===== config.mk =====
export PLATFORM = sky130hd
export DESIGN_NAME = port_out_queue
export DESIGN_NICKNAME = d
export VERILOG_FILES = /design/src/rtl/port_pkg.sv /design/src/rtl/port_fifo_mem.sv /design/src/rtl/port_out_queue.sv
export SDC_FILE = /design/constraint.sdc
export NUM_CORES = 1
export LEC_CHECK = 0
export BUFFER_PORTS_ARGS = -buffer_cell sky130_fd_sc_hd__buf_2
export CORE_MARGIN = 5
export CORE_UTILIZATION = 35
export CTS_CLUSTER_SIZE = 14
export DETAILED_ROUTE_END_ITERATION = 6
export GPL_TIMING_DRIVEN = 1
export MAX_ROUTING_LAYER = met4
export PLACE_DENSITY = 0.58
export REMOVE_ABC_BUFFERS = 1
export SYNTH_ARGS = -nofsm -noshare
export SYNTH_HDL_FRONTEND = slang
export SYNTH_SLANG_ARGS = --single-unit

===== constraint.sdc =====
create_clock -name clk -period 2.1 [get_ports clk]
set_input_delay 0.21 -clock clk [delete_from_list [all_inputs] [get_ports clk]]
set_output_delay 0.21 -clock clk [all_outputs]
set_load 0.005 [all_outputs]

===== src/rtl/port_pkg.sv =====
// Shared definitions for the P0 output-port drain queue: drain-state encoding
// and default geometry.
package port_pkg;

  typedef enum logic [1:0] {
    ST_IDLE    = 2'd0,
    ST_PRESENT = 2'd1,
    ST_GAP     = 2'd2
  } drain_state_e;

  localparam int DEF_DEPTH = 4;
  localparam int DEF_WIDTH = 16;
  localparam int DEF_GAP   = 0;

endpackage


===== src/rtl/port_fifo_mem.sv =====
// Storage array with wrap-around pointers and an explicit occupancy counter.
// full/empty/count are registered; head data is a combinational read.
module port_fifo_mem
  import port_pkg::*;
#(
  parameter int DEPTH = DEF_DEPTH,
  parameter int WIDTH = DEF_WIDTH
) (
  input  logic                     clk,
  input  logic                     rst,
  input  logic                     push,
  input  logic [WIDTH-1:0]         push_data,
  input  logic                     pop,
  output logic [WIDTH-1:0]         head_data,
  output logic                     full,
  output logic                     empty,
  output logic [$clog2(DEPTH):0]   count
);

  localparam int PTR_W = $clog2(DEPTH);
  localparam int CNT_W = PTR_W + 1;

  logic [WIDTH-1:0] mem_r [DEPTH];
  logic [PTR_W-1:0] wr_ptr_r;
  logic [PTR_W-1:0] rd_ptr_r;
  logic [CNT_W-1:0] count_r;
  logic [CNT_W-1:0] count_next_s;
  logic             full_r;
  logic             empty_r;
  logic             push_ok_s;
  logic             pop_ok_s;

  // A push into a full queue is dropped even when a pop frees a slot this cycle
  assign push_ok_s = push && !full_r;
  assign pop_ok_s  = pop && !empty_r;

  // Next occupancy from the accepted push/pop pair
  always_comb begin
    count_next_s = count_r;
    if (push_ok_s && !pop_ok_s) begin
      count_next_s = count_r + CNT_W'(1);
    end else if (pop_ok_s && !push_ok_s) begin
      count_next_s = count_r - CNT_W'(1);
    end else begin
      count_next_s = count_r;
    end
  end

  // Pointer, counter and status flag registers
  always_ff @(posedge clk or negedge rst) begin
    if (!rst) begin
      wr_ptr_r <= {PTR_W{1'b0}};
      rd_ptr_r <= {PTR_W{1'b0}};
      count_r  <= {CNT_W{1'b0}};
      full_r   <= 1'b0;
      empty_r  <= 1'b1;
    end else begin
      if (push_ok_s) begin
        wr_ptr_r <= wr_ptr_r + PTR_W'(1);
      end
      if (pop_ok_s) begin
        rd_ptr_r <= rd_ptr_r + PTR_W'(1);
      end
      count_r <= count_next_s;
      full_r  <= (count_next_s == CNT_W'(DEPTH));
      empty_r <= (count_next_s == {CNT_W{1'b0}});
    end
  end

  // Storage array write port, intentionally not reset
  always_ff @(posedge clk) begin
    if (push_ok_s) begin
      mem_r[wr_ptr_r] <= push_data;
    end
  end

  assign head_data = mem_r[rd_ptr_r];
  assign full      = full_r;
  assign empty     = empty_r;
  assign count     = count_r;

endmodule


===== src/rtl/port_out_queue.sv =====
// P0 output-port drain queue: captures every P0 write and drains it over a
// valid/ready handshake with a minimum inter-transfer gap. Optional sticky
// overflow flag enabled by defining PORT_OUT_QUEUE_OVF_EN.
module port_out_queue
  import port_pkg::*;
#(
  parameter int DEPTH = DEF_DEPTH,
  parameter int WIDTH = DEF_WIDTH,
  parameter int GAP   = DEF_GAP
) (
  input  logic                   clk,
  input  logic                   rst,
  input  logic                   wr_en,
  input  logic [WIDTH-1:0]       wr_data,
  output logic [WIDTH-1:0]       out_data,
  output logic                   out_valid,
  input  logic                   out_ready,
  output logic                   full,
  output logic                   empty,
  output logic [$clog2(DEPTH):0] count,
  output logic                   ovf,
  input  logic                   ovf_clr
);

  localparam int         CNT_W    = $clog2(DEPTH) + 1;
  localparam logic [3:0] GAP_LOAD = (GAP > 0) ? 4'(GAP - 1) : 4'd0;

  drain_state_e     state_r;
  drain_state_e     state_next_s;
  logic [3:0]       gap_cnt_r;
  logic [3:0]       gap_cnt_next_s;
  logic [WIDTH-1:0] head_s;
  logic             xfer_s;
  logic             push_s;
  logic             drop_s;
  logic             remain_s;

  port_fifo_mem #(
    .DEPTH (DEPTH),
    .WIDTH (WIDTH)
  ) u_mem (
    .clk       (clk),
    .rst       (rst),
    .push      (wr_en),
    .push_data (wr_data),
    .pop       (xfer_s),
    .head_data (head_s),
    .full      (full),
    .empty     (empty),
    .count     (count)
  );

  assign xfer_s   = (state_r == ST_PRESENT) && out_ready;
  assign push_s   = wr_en && !full;
  assign drop_s   = wr_en && full;
  // Occupancy after this edge is nonzero unless the last word leaves with no refill
  assign remain_s = (count != CNT_W'(1)) || push_s;

  // Drain FSM next-state and gap counter reload/decrement
  always_comb begin
    state_next_s   = state_r;
    gap_cnt_next_s = gap_cnt_r;
    case (state_r)
      ST_IDLE: begin
        if (count != {CNT_W{1'b0}}) begin
          state_next_s = ST_PRESENT;
        end else begin
          state_next_s = ST_IDLE;
        end
      end
      ST_PRESENT: begin
        if (xfer_s) begin
          if (GAP > 0) begin
            state_next_s   = ST_GAP;
            gap_cnt_next_s = GAP_LOAD;
          end else if (remain_s) begin
            state_next_s = ST_PRESENT;
          end else begin
            state_next_s = ST_IDLE;
          end
        end else begin
          state_next_s = ST_PRESENT;
        end
      end
      ST_GAP: begin
        if (gap_cnt_r == 4'd0) begin
          if (count != {CNT_W{1'b0}}) begin
            state_next_s = ST_PRESENT;
          end else begin
            state_next_s = ST_IDLE;
          end
        end else begin
          gap_cnt_next_s = gap_cnt_r - 4'd1;
        end
      end
      default: begin
        state_next_s   = ST_IDLE;
        gap_cnt_next_s = 4'd0;
      end
    endcase
  end

  // Drain FSM state and gap counter registers
  always_ff @(posedge clk or negedge rst) begin
    if (!rst) begin
      state_r   <= ST_IDLE;
      gap_cnt_r <= 4'd0;
    end else begin
      state_r   <= state_next_s;
      gap_cnt_r <= gap_cnt_next_s;
    end
  end

  assign out_valid = (state_r == ST_PRESENT);
  assign out_data  = out_valid ? head_s : {WIDTH{1'b0}};

`ifdef PORT_OUT_QUEUE_OVF_EN
  logic ovf_r;

  // Sticky overflow flag; a drop in the same cycle as a clear keeps it set
  always_ff @(posedge clk or negedge rst) begin
    if (!rst) begin
      ovf_r <= 1'b0;
    end else if (drop_s) begin
      ovf_r <= 1'b1;
    end else if (ovf_clr) begin
      ovf_r <= 1'b0;
    end
  end

  assign ovf = ovf_r;
`else
  logic unused_ovf_s;

  assign unused_ovf_s = ovf_clr ^ drop_s;
  assign ovf          = 1'b0;
`endif

endmodule

### Word level (Yosys, flattened, before mapping)

Memory sizes are Yosys's and may differ from the RTL's.
Cells that the tools add are included.

* flip-flop bits (word level): 15
* RAM bits: 64
* input bits: 21
* output and inout bits: 23
* memories kept: 1

* add/sub/neg operators: 5
* equal/unequal tests: 6
* muxes and demuxes: 12
* bitwise gates (word level): 1
* reduce and logical (&&, ||, !) cells: 16

Memories
* u_mem.mem_r: words 4, bits a word 16, read ports 1, clocked after memory_dff 0, wr ports 1, line port_fifo_mem.sv:23 `logic [WIDTH-1:0] mem_r [DEPTH];`

Operators by type and width (number)
* $mux 16: 1
* $pmux 4 s2: 1
* $mux 3: 2
* $pmux 2 s3: 1
* $logic_and 1x1->1: 5
* $add 2x1->2 const B: 2
* $logic_not 1->1: 4
* $logic_not 4->1: 1
* $mux 1: 4
* $mux 2: 2
* $mux 4: 1
* $ne 2x2->1 const B: 2
* $sub 4x1->4 const B: 1
* $add 3x1->3 const B: 1
* $eq 3x3->1 const B: 1
* $logic_not 3->1: 1
* $ne 3x1->1 const B: 1
* $reduce_bool 3->1: 1
* $sub 3x1->3 const B: 1
* $eq 2x1->1 const B: 1
* $eq 2x2->1 const B: 1
* $logic_not 2->1: 1
* $reduce_and 2->1: 1
* $reduce_or 2->1: 1
* other kinds (2): 2

### Logic depth before layout (Yosys ltp)

Gate-level depths: netlist of run 1.

* depth after elaboration: 7
* gate-level depth with buffers: 6
* depth with buffers taken out: 6

### Hierarchy

A second synthesis of run 1 with hierarchy kept.

* cell total of the unflattened synthesis: 164
* area, all modules: 3062.9 µm²

Modules (own cells, without submodules)
* port_fifo_mem: instances 1, cells an instance 139, area an instance 2885.3 µm², sequential area each 2148.3 µm²
* port_out_queue: instances 1, cells an instance 25, area an instance 177.7 µm², sequential area each 25.0 µm²

### Worst setup path after synthesis of run 1

No wires, ideal clock.

* path type: reg-to-reg
* start: register u_mem.full_r, in the netlist u_mem.full
* end: memory u_mem.mem_r[0][0] in the netlist's numbering (enable)
* setup time: 374 ps
* data arrival time: 1194 ps
* data required time: 1726 ps
* setup slack: 533 ps
* cell stages (with the launch flop): 4
* path buffers: 1
* path through: dfrtp_1 -> and2b_1 -> buf_4 -> and2_1

* cells in the longest elaborated chain, start to end: 4

RTL lines
* start, declared: line port_fifo_mem.sv:28 `logic full_r;`
* start signal, assigned: line port_fifo_mem.sv:65 `full_r <= (count_next_s == CNT_W'(DEPTH));`
* $logic_not 1->1: line port_fifo_mem.sv:34 `assign push_ok_s = push && !full_r;`
* $logic_and 1x1->1: line port_fifo_mem.sv:34
* $mux 1: line port_fifo_mem.sv:72 `if (push_ok_s) begin`
* $mux 1 (not written as such): line port_fifo_mem.sv:73 `mem_r[wr_ptr_r] <= push_data;`
* end, declared: line port_fifo_mem.sv:23

No other way between the ends.

### Final worst setup path of run 1

* start: register u_mem.rd_ptr_r[0]
* end: output out_data[6]

* cells in the longest elaborated chain, start to end: 2

RTL lines
* start, declared: line port_fifo_mem.sv:25 `logic [PTR_W-1:0] rd_ptr_r;`
* start signal, assigned: line port_fifo_mem.sv:53 `rd_ptr_r <= {PTR_W{1'b0}};`
* start signal, assigned: line port_fifo_mem.sv:62 `rd_ptr_r <= rd_ptr_r + PTR_W'(1);`
* $mem_v2 4x16
* $mux 16: line port_out_queue.sv:115 `assign out_data = out_valid ? head_s : {WIDTH{1'b0}};`
* end, declared: line port_out_queue.sv:15 `output logic [WIDTH-1:0] out_data,`

No other way between the ends.

==> flow_summary.toml, run 1 <==
[setup_path]
critPathSlowestCell = "mux4_1"
crit_arrival_ps = 1770
worstPathMaxFanout = 8
crit_path_end_kind = "output port"
max_stage_delay_ps = 560
crit_buf_inv = 2
path_cells = "buf_12, mux4_1, and2_1, buf_2"
crit_path_start_kind = "flip-flop"
cp.required_ps = 1890
crit_family = "multiplexers"
crit_type = "reg2out"

[logic_synthesis]
synth_area_um2 = 3089
synth_common_cells = "edfxtp_1 (64), and2_1 (20), dfrtp_1 (9)"
synth.distinct_cells = 31
synth_seq_area_share_pct = 70.35
yosysTopAreaCellShare_pct = 62.21
ys_warn_count = 0
synthCells = 164
synth-async-reset-ratio_pct = 13.51
synthAdderAreaFrac_pct = 3.240
avgSynthCellArea_um2 = 18.84
synth_seq_cells = 74
yosys-mux-area-fraction_pct = 12.64
synth_top_area_cell = "edfxtp_1"
synth_most_common_cell = "edfxtp_1"
synth-compound-area-share_pct = 2.066
synth-simple-area-share_pct = 7.331
synth_edf_count = 64
synth_top_family_by_area = "multiplexers"
synth_xor_area_share_pct = 1.418
ys.flop_type = "edfxtp_1"
synth_area_leaders = "edfxtp_1 (62%), dfrtp_1 (7.3%), mux4_1 (6.8%)"

[place]
pre_cts_ws_ps = 400.0
hpwlAfterDp_mm = 3.443
io_buffers = 41
place_congestion = 0.7670

[clock_tree]
root_buffer = "clkbuf_8"
clockBufferDepth = 2
clock_latency_ps = 340
cts_sinks = 74
clk_pin_slew_ps = 70
htree_num_levels = 3
cts_buffers = 9
cts_tree = "built"

[route]
routed_wl_mm = 5.329
vias_per_cell = 4.770
drt_first_iter_violations = 33
wl_per_cell_um = 16.15
route.detailed.drc = 0
drt_pre_antenna_iters = 4
num_vias = 1574
ant_nets = 0

[finish]
register_area_um2 = 2175
multi_input_area_um2 = 828.3
fillers = 794
nets = 246
drive_gt1_share_pct = 34.23
area_delta_synth_final_pct = 19.24
n_antenna_cell = 0
fin_util_pct = 42.45

[floorplanning]
boundaryPins = 44
coreArea_um2 = 8678
initial_core_util_pct = 35.60
dieArea_um2 = 10810
die_w_um = 104.0
num_rows = 34
die_y_um = 104.0

[timing]
fin_crit_ps = 1980
rsz0062_at_grt = "no"
final.setup.tns_ps = 0
hold_viol = 0
worst_clock_skew_ps = 8.977
finalWorstSetupSlack_ps = 120.5
fin_crit_sh_pct = 94.26
setup_viol = 0
max_freq_mhz = 505.2
slew_viol_final = 0

[power_and_ir_drop]
leakage_nw = 1.377
max-vdd-ir-drop_v = 0.0005094
power_density_nw_per_um2 = 1330
p_total_mw = 4.899

[outcome]
outcome = "finished clean"

[grt]
grt_pass1_wl_mm = 8.362
antenna_found_initial = 0
grt_max_degree = 19
gr-total-overflow = 0
grt.total_usage_pct = 10.39
grt_pass1_vias = 1617

[worst_hold_path]
hold_path.class = "in2reg"

[flow_run]
maxCapViolCount = 0
state kept, by name (all words and copies together), names as in the netlist:
register,flops
u_mem.full,1
u_mem.rd_ptr_r,2
u_mem.empty,1
u_mem.wr_ptr_r,2
u_mem.mem_r,64
state_r,1
u_mem.count,3
layout make-up:
class	instances	area share (%)
clock buffer	10	3.465
multi-input combinational	77	22.49
inverter	4	0.4076
sequential	74	59.04
timing repair buffer	51	8.492
clock inverter	6	2.446
tap	108	3.668
metrics by stage:
stage                     cells  hold WS (ps)  instance area, um2
after floorplan             155        -85.59                3017
after global placement      311         88.41                3422
after detailed placement    311         92.71                3422
after CTS                   328         68.57                3650
after global routing        330         61.12                3684
final                       330         87.94                3684
worst register-to-register path: stages (launching register included):
cell      delay (ps)
dfrtp_1          480
inv_1            120
ha_1             350
nand2_1           70
nor3_1            50
a221oi_2         250
o21ba_1          190
power by group:
group	switching, mW	internal [mW]
Combinational	0.758	0.896
Sequential	0.136	1.94
Clock	0.499	0.673
Total	1.39	3.51
path summary, 6_finish.rpt:
path / start / end / slack, ps / cells past startpoint
hold reg to reg: u_mem.rd_ptr_r[1] / u_mem.rd_ptr_r[1] / 480 / 1
hold / removal: wr_data[4] / u_mem.mem_r[2][4] / 90 / 1
setup reg to reg: u_mem.count[0] / u_mem.empty / 520 / 6
max in group asynchronous: rst / u_mem.empty / 1590 / 2
setup / recovery: u_mem.rd_ptr_r[0] / out_data[6] / 120 / 4
min in group asynchronous: rst / u_mem.wr_ptr_r[0] / 250 / 2
cells in the final DEF (no fill, tap or decap), types with 3 or more instances in the layout:
| master | netlist | routed |
|---|---|---|
| edfxtp_1 | 64 | 64 |
| clkbuf_8 | 0 | 9 |
| mux4_1 | 8 | 8 |
| dfrtp_1 | 9 | 8 |
| mux4_2 | 8 | 8 |
| ha_1 | 8 | 8 |
| buf_2 | 3 | 41 |
| and2_1 | 20 | 20 |
| nand2_1 | 3 | 3 |
| inv_1 | 4 | 4 |
| buf_4 | 3 | 7 |
| nor2_1 | 5 | 5 |
| xnor2_1 | 5 | 5 |
cells by family (layout without fill, tap and decap cells):
kind of cell               Yosys count  count (layout)
DFF                                 74              74
other                                1               1
adders and majority gates            8               8
muxes                               16              16
buffers and inverters               13              71
and+or+nand+nor                     39              39
xor gates and xnor gates             5               5
AOI/OAI and AO/OA                    8               8
repair_timing:
action	CTS	global route
resized for setup	0	1
endpoints found under the hold margin	10	0
hold buffers	1	0
endpoints found under the setup margin	0	8
buffers inserted	0	1
routing by layer:
| metal | vias up | track usage, % | routed length [um] |
|---|---|---|---|
| li1 | 734 | - | - |
| met1 | 780 | 11.45 | 2175 |
| met3 | 9 | 4.531 | 333 |
| met4 | 0 | 3.053 | 50 |
| met2 | 51 | 17.12 | 2770 |
| met5 | - | - | 0 |
Note: power is estimated with default switching activity, not from simulation.
==> run 2, diff against run 1 <==
--- a/config.mk
+++ b/config.mk
@@ -8,7 +8,8 @@
 export BUFFER_PORTS_ARGS = -buffer_cell sky130_fd_sc_hd__buf_2
 export CORE_MARGIN = 5
 export CORE_UTILIZATION = 35
-export CTS_CLUSTER_SIZE = 14
+export CTS_BUF_LIST = sky130_fd_sc_hd__clkbuf_4 sky130_fd_sc_hd__clkbuf_8
+export CTS_CLUSTER_SIZE = 28
 export DETAILED_ROUTE_END_ITERATION = 6
 export GPL_TIMING_DRIVEN = 1
 export MAX_ROUTING_LAYER = met4
==> flow_summary.toml, run 2 (synthesis results as in run 1) <==
[floorplanning]
die_w_um = 104.0
initial_core_util_pct = 35.60
num_rows = 34
boundaryPins = 44
coreArea_um2 = 8678
dieArea_um2 = 10810
die_y_um = 104.0

[worst_hold_path]
hold_path.class = "in2reg"

[route]
vias_per_cell = 4.730
drt_pre_antenna_iters = 4
wl_per_cell_um = 16.26
route.detailed.drc = 0
drt_first_iter_violations = 36
routed_wl_mm = 5.367
ant_nets = 0
num_vias = 1561

[clock_tree]
cts_tree = "built"
htree_num_levels = 3
cts_sinks = 74
cts_buffers = 9
root_buffer = "clkbuf_8"
clockBufferDepth = 2
clock_latency_ps = 340
clk_pin_slew_ps = 70

[timing]
slew_viol_final = 0
hold_viol = 0
worst_clock_skew_ps = 8.978
rsz0062_at_grt = "no"
setup_viol = 0
fin_crit_sh_pct = 94.46
fin_crit_ps = 1984
final.setup.tns_ps = 0
max_freq_mhz = 504.1

[grt]
grt_max_degree = 19
grt_pass1_wl_mm = 8.383
gr-total-overflow = 0
grt.total_usage_pct = 10.40
top_usage_layer = "met2"
grtUsageMet3_pct = 4.531
grt.met2_usage_pct = 17.12
grt_use_met1_pct = 11.49
antenna_found_initial = 0
grt_pass1_vias = 1616

[place]
hpwlAfterDp_mm = 3.443
io_buffers = 41
place_congestion = 0.7670

[setup_path]
cp.required_ps = 1890
crit_arrival_ps = 1770
worstPathMaxFanout = 8
crit_path_start_kind = "flip-flop"
crit_type = "reg2out"
path_cells = "buf_12, mux4_1, and2_1, buf_2"
crit_family = "multiplexers"
crit_buf_inv = 2
critPathSlowestCell = "mux4_1"
max_stage_delay_ps = 560
crit_path_end_kind = "output port"

[finish]
largest_reg_flops = 64
fin_util_pct = 42.49
final_cell_mix = "edfxtp_1 (64), buf_2 (41), and2_1 (20)"
area_delta_synth_final_pct = 19.36
largest-register = "u_mem.mem_r"
final_common_cell = "edfxtp_1"
n_antenna_cell = 0
nets = 246
drive_gt1_share_pct = 34.68

[power_and_ir_drop]
leakage_nw = 1.380
power_density_nw_per_um2 = 1334
max-vdd-ir-drop_v = 0.0005103
p_total_mw = 4.918

[flow_run]
maxCapViolCount = 0

[outcome]
outcome = "finished clean"
## run 2: cell types whose count changed in the layout (fill, tap and decap cells not counted)
cell      delta
clkbuf_1     -1
clkbuf_4     +1
## run 2: area by class of cell
| class | instances | area (um2) |
|---|---|---|
| Sequential cell | 74 | 2175 |
| Clock inverter | 6 | 90.09 |
| Timing Repair Buffer | 51 | 312.8 |
| Tap cell | 108 | 135.1 |
| Clock buffer | 10 | 131.4 |
| Inverter | 4 | 15.01 |
| Fill cell | 794 | 4991 |
| Multi-Input combinational cell | 77 | 828.3 |
## run 2: final timing paths
check / to / cells past startpoint / from / slack [ps]
max: out_data[6] / 4 / u_mem.rd_ptr_r[0] / 120
min: u_mem.mem_r[2][4] / 1 / wr_data[4] / 90
max reg2reg: u_mem.empty / 6 / u_mem.count[0] / 520
min reg2reg: u_mem.rd_ptr_r[1] / 1 / u_mem.rd_ptr_r[1] / 480
max in group asynchronous: u_mem.empty / 2 / rst / 1590
min in group asynchronous: u_mem.wr_ptr_r[0] / 2 / rst / 250
## run 2: power breakdown
group / switching, mW / total (mW) / internal (mW)
sequential: 0.137 / 2.07 / 1.94
combinational: 0.757 / 1.65 / 0.896
clock: 0.505 / 1.19 / 0.686
total: 1.40 / 4.92 / 3.52
## run 2: per-layer routing
layer / vias up / share of wire (%)
met2: 49 / 51
met5: - / 0
met3: 9 / 6.1
met4: 0 / 0.95
met1: 770 / 42
li1: 733 / -
## run 2: repair_timing
item	in CTS	in global routing
hold buffers	1	0
buffers inserted	0	1
endpoints found under the setup margin	0	8
endpoints found under the hold margin	10	0
gates resized for setup	0	1
## run 2: stage by stage
stage | instance area [um2] | hold WS [ps] | cells | setup WS (ps)
after global placement | 3422 | 88.41 | 311 | 410.8
final | 3687 | 85.36 | 330 | 116.3
after detailed placement | 3422 | 92.71 | 311 | 400.0
after floorplan | 3017 | -85.59 | 155 | 299.0
after CTS | 3654 | 67.56 | 328 | 14.25
after global routing | 3687 | 57.99 | 330 | 13.62
